## src/rtl/enc_pkg.sv

```systemverilog
// Shared quadrature decoding types and helpers for the encoder bank.
// Phase order (as {A,B}) 00 -> 10 -> 11 -> 01 -> 00 is the forward direction.
package enc_pkg;

    typedef logic signed [1:0] step_t;

    localparam logic [1:0] QS_00 = 2'b00;
    localparam logic [1:0] QS_10 = 2'b10;
    localparam logic [1:0] QS_11 = 2'b11;
    localparam logic [1:0] QS_01 = 2'b01;

    localparam step_t STEP_NONE = 2'sb00;
    localparam step_t STEP_FWD  = 2'sb01;
    localparam step_t STEP_REV  = 2'sb11;

    typedef struct packed {
        step_t step;
        logic  illegal;
    } dec_t;

    function automatic logic [1:0] phase_index(input logic [1:0] ab);
        case (ab)
            QS_00:   phase_index = 2'd0;
            QS_10:   phase_index = 2'd1;
            QS_11:   phase_index = 2'd2;
            QS_01:   phase_index = 2'd3;
            default: phase_index = 2'd0;
        endcase
    endfunction

    // Position difference around the 4-phase ring; a half-turn means both pins moved.
    function automatic dec_t decode_step(input logic [1:0] prev, input logic [1:0] cur);
        logic [1:0] diff;
        diff = phase_index(cur) - phase_index(prev);
        decode_step.step    = STEP_NONE;
        decode_step.illegal = 1'b0;
        case (diff)
            2'd1:    decode_step.step    = STEP_FWD;
            2'd3:    decode_step.step    = STEP_REV;
            2'd2:    decode_step.illegal = 1'b1;
            default: decode_step.step    = STEP_NONE;
        endcase
    endfunction

    function automatic logic signed [31:0] sat_vel(input logic signed [31:0] val,
                                                   input int unsigned width);
        logic signed [31:0] hi;
        logic signed [31:0] lo;
        hi = (32'sd1 <<< (width - 32'd1)) - 32'sd1;
        lo = -(32'sd1 <<< (width - 32'd1));
        if (val > hi) begin
            sat_vel = hi;
        end else if (val < lo) begin
            sat_vel = lo;
        end else begin
            sat_vel = val;
        end
    endfunction

endpackage

```

## src/rtl/quad_channel.sv

```systemverilog
// One encoder channel: synchroniser, glitch filter, priming, x4 decode,
// wrapping position count, windowed velocity delta and sticky error flag.
module quad_channel
    import enc_pkg::*;
#(
    parameter int COUNT_W  = 32,
    parameter int FILT_LEN = 3,
    parameter int VEL_W    = 16
) (
    input  logic               clk,
    input  logic               reset,
    input  logic               a,
    input  logic               b,
    input  logic               clear,
    input  logic               err_clear,
    input  logic               win_end,
    output logic [COUNT_W-1:0] count,
    output logic [VEL_W-1:0]   vel,
    output logic               err
);

    // Two synchroniser stages followed by FILT_LEN filter samples.
    localparam int PIPE_LEN = 2 + FILT_LEN;
    localparam int DELTA_W  = VEL_W + 1;

    logic [1:0]                pipe_r [PIPE_LEN];
    logic [PIPE_LEN-1:0]       vld_r;
    logic [1:0]                filt_r;
    logic                      primed_r;
    logic [COUNT_W-1:0]        count_r;
    logic signed [DELTA_W-1:0] delta_r;
    logic [VEL_W-1:0]          vel_r;
    logic                      err_r;

    logic                      stable_s;
    logic                      accept_s;
    dec_t                      dec_s;
    step_t                     step_s;
    logic                      illegal_s;
    logic signed [31:0]        delta_sum_s;

    // Synchroniser/filter shift chain; vld_r keeps reset-value samples out of the filter.
    always_ff @(posedge clk) begin
        if (reset) begin
            for (int i = 0; i < PIPE_LEN; i++) begin
                pipe_r[i] <= 2'b00;
            end
            vld_r <= '0;
        end else begin
            pipe_r[0] <= {a, b};
            for (int i = 1; i < PIPE_LEN; i++) begin
                pipe_r[i] <= pipe_r[i-1];
            end
            vld_r <= {vld_r[PIPE_LEN-2:0], 1'b1};
        end
    end

    // Filter acceptance and step decode against the current filtered state.
    always_comb begin
        stable_s = vld_r[PIPE_LEN-1];
        for (int i = 3; i < PIPE_LEN; i++) begin
            stable_s = stable_s & (pipe_r[i] == pipe_r[2]);
        end
        accept_s    = stable_s & (~primed_r | (pipe_r[2] != filt_r));
        dec_s       = decode_step(filt_r, pipe_r[2]);
        step_s      = STEP_NONE;
        illegal_s   = 1'b0;
        if (accept_s && primed_r) begin
            step_s    = dec_s.step;
            illegal_s = dec_s.illegal;
        end else begin
            step_s    = STEP_NONE;
            illegal_s = 1'b0;
        end
        delta_sum_s = 32'(delta_r) + 32'(step_s);
    end

    // Filtered state, position, velocity window accumulation and sticky error.
    always_ff @(posedge clk) begin
        if (reset) begin
            filt_r   <= 2'b00;
            primed_r <= 1'b0;
            count_r  <= '0;
            delta_r  <= '0;
            vel_r    <= '0;
            err_r    <= 1'b0;
        end else begin
            if (accept_s) begin
                filt_r   <= pipe_r[2];
                primed_r <= 1'b1;
            end
            if (clear) begin
                count_r <= '0;
            end else begin
                case (step_s)
                    STEP_FWD: count_r <= count_r + COUNT_W'(1);
                    STEP_REV: count_r <= count_r - COUNT_W'(1);
                    default:  count_r <= count_r;
                endcase
            end
            if (win_end) begin
                vel_r   <= VEL_W'(sat_vel(delta_sum_s, VEL_W));
                delta_r <= '0;
            end else begin
                delta_r <= DELTA_W'(sat_vel(delta_sum_s, DELTA_W));
            end
            if (illegal_s) begin
                err_r <= 1'b1;
            end else if (err_clear) begin
                err_r <= 1'b0;
            end
        end
    end

    assign count = count_r;
    assign vel   = vel_r;
    assign err   = err_r;

endmodule

```

## src/rtl/quad_encoder_bank.sv

```systemverilog
// N-channel quadrature encoder front end: per-channel decoders plus the shared
// velocity window counter and the all-channel position snapshot.
module quad_encoder_bank
    import enc_pkg::*;
#(
    parameter int NUM_CH     = 2,
    parameter int COUNT_W    = 32,
    parameter int FILT_LEN   = 3,
    parameter int VEL_WINDOW = 50000,
    parameter int VEL_W      = 16
) (
    input  logic                      clk,
    input  logic                      reset,
    input  logic [NUM_CH-1:0]         enc_a,
    input  logic [NUM_CH-1:0]         enc_b,
    input  logic [NUM_CH-1:0]         clear,
    input  logic                      snapshot,
    input  logic [NUM_CH-1:0]         err_clear,
    output logic [NUM_CH*COUNT_W-1:0] count_flat,
    output logic [NUM_CH*COUNT_W-1:0] snap_flat,
    output logic [NUM_CH*VEL_W-1:0]   vel_flat,
    output logic                      vel_valid,
    output logic [NUM_CH-1:0]         err
);

    localparam int WIN_W = (VEL_WINDOW > 2) ? $clog2(VEL_WINDOW) : 1;

    logic [WIN_W-1:0]          win_r;
    logic                      win_end_s;
    logic                      vel_valid_r;
    logic [NUM_CH*COUNT_W-1:0] snap_r;

    assign win_end_s = (win_r == WIN_W'(VEL_WINDOW - 1));

    // Free-running window counter; vel_valid follows the terminal edge by one cycle.
    always_ff @(posedge clk) begin
        if (reset) begin
            win_r       <= '0;
            vel_valid_r <= 1'b0;
        end else begin
            vel_valid_r <= win_end_s;
            if (win_end_s) begin
                win_r <= '0;
            end else begin
                win_r <= win_r + WIN_W'(1);
            end
        end
    end

    // Snapshot takes the registered counts as seen this cycle, before any clear or step.
    always_ff @(posedge clk) begin
        if (reset) begin
            snap_r <= '0;
        end else if (snapshot) begin
            snap_r <= count_flat;
        end
    end

    for (genvar ch = 0; ch < NUM_CH; ch++) begin : g_ch
        quad_channel #(
            .COUNT_W  (COUNT_W),
            .FILT_LEN (FILT_LEN),
            .VEL_W    (VEL_W)
        ) u_ch (
            .clk       (clk),
            .reset     (reset),
            .a         (enc_a[ch]),
            .b         (enc_b[ch]),
            .clear     (clear[ch]),
            .err_clear (err_clear[ch]),
            .win_end   (win_end_s),
            .count     (count_flat[ch*COUNT_W +: COUNT_W]),
            .vel       (vel_flat[ch*VEL_W +: VEL_W]),
            .err       (err[ch])
        );
    end

    assign snap_flat = snap_r;
    assign vel_valid = vel_valid_r;

endmodule

```

## config.mk

```make
export PLATFORM = sky130hd
export DESIGN_NAME = quad_encoder_bank
export DESIGN_NICKNAME = d
export VERILOG_FILES = /design/src/rtl/enc_pkg.sv /design/src/rtl/quad_channel.sv /design/src/rtl/quad_encoder_bank.sv
export SDC_FILE = /design/constraint.sdc
export NUM_CORES = 1
export LEC_CHECK = 0
export CORE_MARGIN = 5
export CORE_UTILIZATION = 56
export DETAILED_ROUTE_END_ITERATION = 16
export PLACE_DENSITY = 0.79
export SLEW_MARGIN = 20
export SYNTH_ARGS = -nofsm -noshare
export SYNTH_HDL_FRONTEND = slang
export SYNTH_SLANG_ARGS = --single-unit
```

## constraint.sdc

```tcl
create_clock -name clk -period 6.15 [get_ports clk]
set_clock_uncertainty 0.15 [all_clocks]
set_input_delay 0.615 -clock clk [delete_from_list [all_inputs] [get_ports clk]]
set_output_delay 0.615 -clock clk [all_outputs]
set_load 0.03 [all_outputs]
```

==> run metrics <==
DRC viols=0; fraction of layout cells with a size suffix above 1=~6.0%; placed inst area=0.0151 mm2; drt first pass iters=5; critical path fanouts, max=36; Synth area leader=dfxtp_1; Gate power share=2.1%; Critical Path Start=g_ch[1].u_ch.pipe_r[0][4]; Post-Layout Inst Area=~0.016 mm2; Fmax achieved=about 180 MHz; total global-route track usage=22.4%; post-synth cell types=80; Routed WL per cell=about 15 um; first-pass GRT wire length=between 50 and 60 mm; period utilization=between 90% and 100%; Synth Warn #=0; worst setup path class=reg -> reg; endpoint type of the worst setup path=register; HP Start=g_ch[1].u_ch.pipe_r[0][2]; CTS buffer count=26; Final ANT Viol Nets=0; Clock Pin Slew Worst Setup and Hold Paths=roughly 60 ps; post-DP HPWL=21.4 mm; core area=0.0233 mm2; flops & latches, synth=about 240; crit path DAT=5800 ps; register area share after synthesis=37.1%; gpl congestion=0.883; maxcap violations=0; Top Ports=174; Hold Path Class=reg -> reg; # nets final=1768; Synth top area share=between 30% and 40%; post-CTS setup buffers=0; footprint of the multi-input gates=between 0.007 and 0.008 mm2; total leakage power=0.00695 uW; Root Driver=clkbuf_16; Port Buf Inserts=173; Slew Viols, Final=0; Gates resized, CTS repair=0; post-synthesis cell area=0.0132 mm2; Vias=11056; CP Data Required Time=6360 ps; Clk Latency, worst-skew pair=about 540 ps; slowest stage cell, crit path=o211ai_2; syn nets=1617; Seq pwr share=~48%; Switching Share=a little over a fifth; ys flop type=dfxtp_1; # diodes=0; Via-to-Cell Ratio=roughly 5.6; clock buffer depth=3; slowest stage delay, CP=~750 ps; Power Dens Cells=approximately 210 mW/mm2; Worst VDD drop=0.166 mV; Least-Margin Pin Slew=between 900 and 1000 ps; vias in the first global route=10906; setup slack, reg-to-reg=560 ps; Die Y=163 um; pin count of the biggest net entering global routing=74; CP cell instances=inv_1, ha_1, inv_1, ha_1, or3_1, buf_4, inv_2, nand2_1, inv_1, ha_1, a21o_1, a221o_1, a21o_1, a41o_4, a31oi_4, xnor2_2, o211ai_2, o211ai_1; EDFF count, synth=0; Final min period=5590 ps; Final setup viols=0; Post-synth top cells=dfxtp_1, nor2_1, nand2_1; Slew headroom=36.1%; CTS tree=built; WL final=30.3 mm; Site Rows=56; async set or reset register ratio after synthesis=0%; Final Hold Vio Count=0; Filler cells=1880; die area=roughly 0.027 mm2; mean area per synthesized cell=8.82 um2; Starting Density=56.4%; CTS H-Tree Depth=1; post-synthesis cell count=1493; combined flip-flop and latch cell area=between 0.004 and 0.005 mm2; initial antenna violation count=0; clk sinks=244; setup tns final=0 ps; clock group share of total power=between 50% and 60%; Post-CTS Hold Buffers=0; Overflow after GRT=0; worst slack, placed=~580 ps; Switch Pwr=698 uW; top-count cell post-synth=dfxtp_1; startpoint types=register; Die W=163 um; status=completed; RSZ-0062 raised after global routing=false; P_int=2630 uW; top post-synthesis cells by area=dfxtp_1, ha_1, mux2i_1; worst r2r src=g_ch[1].u_ch.pipe_r[0][4]; DR iter-0 viols=553; Final WS setup=563 ps; area delta synth->final=21.7%
[state kept, by name, summed over array words and instances, names as in the netlist]
name                cells
g_ch.u_ch.vld_r         5
vel_valid               1
g_ch.u_ch.delta_r      34
g_ch.u_ch.pipe_r       20
win_r                  16
g_ch.u_ch.count        64
g_ch.u_ch.primed_r      2
snap_flat              64
g_ch.u_ch.vel          32
g_ch.u_ch.filt_r        4
g_ch.u_ch.err           2
[through the flow]
step	util, %	hold WS [ps]	std cells	power [uW]
2_1_floorplan	-	264	1493	1680
3_3_place_gp	64.8	268	1935	1690
3_5_place_dp	64.8	270	1935	1700
4_1_cts	68.7	285	1982	3350
5_1_grt	68.7	311	1982	3430
6_report	68.7	283	1982	3320
[layer usage]
metal / GRT usage, % / routed length [um]
met4: 4.73 / 514
met5: 0 / 0
met3: 3.28 / 1460
met1: 28.9 / 13600
met2: 39.8 / 14700
[final cells by class]
cell class | instances | area share [%]
Inverter | 60 | 1.40
Multi-Input combinational cell | 1129 | 48.7
Clock buffer | 33 | 4.60
Sequential cell | 244 | 30.5
Timing Repair Buffer | 183 | 11.2
Clock inverter | 14 | 1.14
Tap cell | 319 | 2.49
[path summary, 6_finish.rpt]
| path | end | depth (start not counted) |
|---|---|---|
| worst min-delay path | g_ch[1].u_ch.pipe_r[0][4] | 1 |
| worst min register to register | g_ch[1].u_ch.pipe_r[0][4] | 1 |
| worst max register to register | g_ch[1].u_ch.vel[4] | 18 |
| worst max-delay path | g_ch[1].u_ch.vel[4] | 18 |
[cell usage in the layout, fill, tap and decap left out, types with 38 or more instances in the layout]
| cell | count |
|---|---|
| nand2_1 | 136 |
| ha_1 | 109 |
| nor2_1 | 152 |
| clkdlybuf4s50_1 | 171 |
| xor2_1 | 45 |
| a21oi_1 | 131 |
| inv_1 | 58 |
| nand3_1 | 38 |
| a21o_1 | 38 |
| mux2i_1 | 70 |
| o21ai_0 | 60 |
| dfxtp_1 | 244 |
| xnor2_1 | 53 |
[critical path, delay by kind of cell, from the launching register on]
family	cells	cell delay [ps]
simple gates	2	480
compound gates	7	2130
fa+ha+maj	3	1010
xor+xnor	1	140
flops	1	430
buf+inv	5	1060
[cell families (layout without fill, tap and decap cells)]
group                      after synthesis  count (layout)  synth area share (%)
AOI/OAI and AO/OA                      380             380                  19.9
xor gates and xnor gates                99              99                  6.64
adders and majority gates              113             113                  11.0
buffers and inverters                  120             290                  3.67
DFF                                    244             244                  37.1
muxes                                   70              70                  5.32
and+or+nand+nor                        467             467                  16.4
[power groups by stage]
stage	Clock [uW]	Sequential (uW)	Combinational [uW]
global route	1770	1590	75.4
global placement	0	1630	68.1
CTS	1690	1590	69.6
floorplan	0	1630	51.2
detailed placement	0	1630	69.2
finish	1660	1590	68.5
Power figures use the tool's default switching activity.
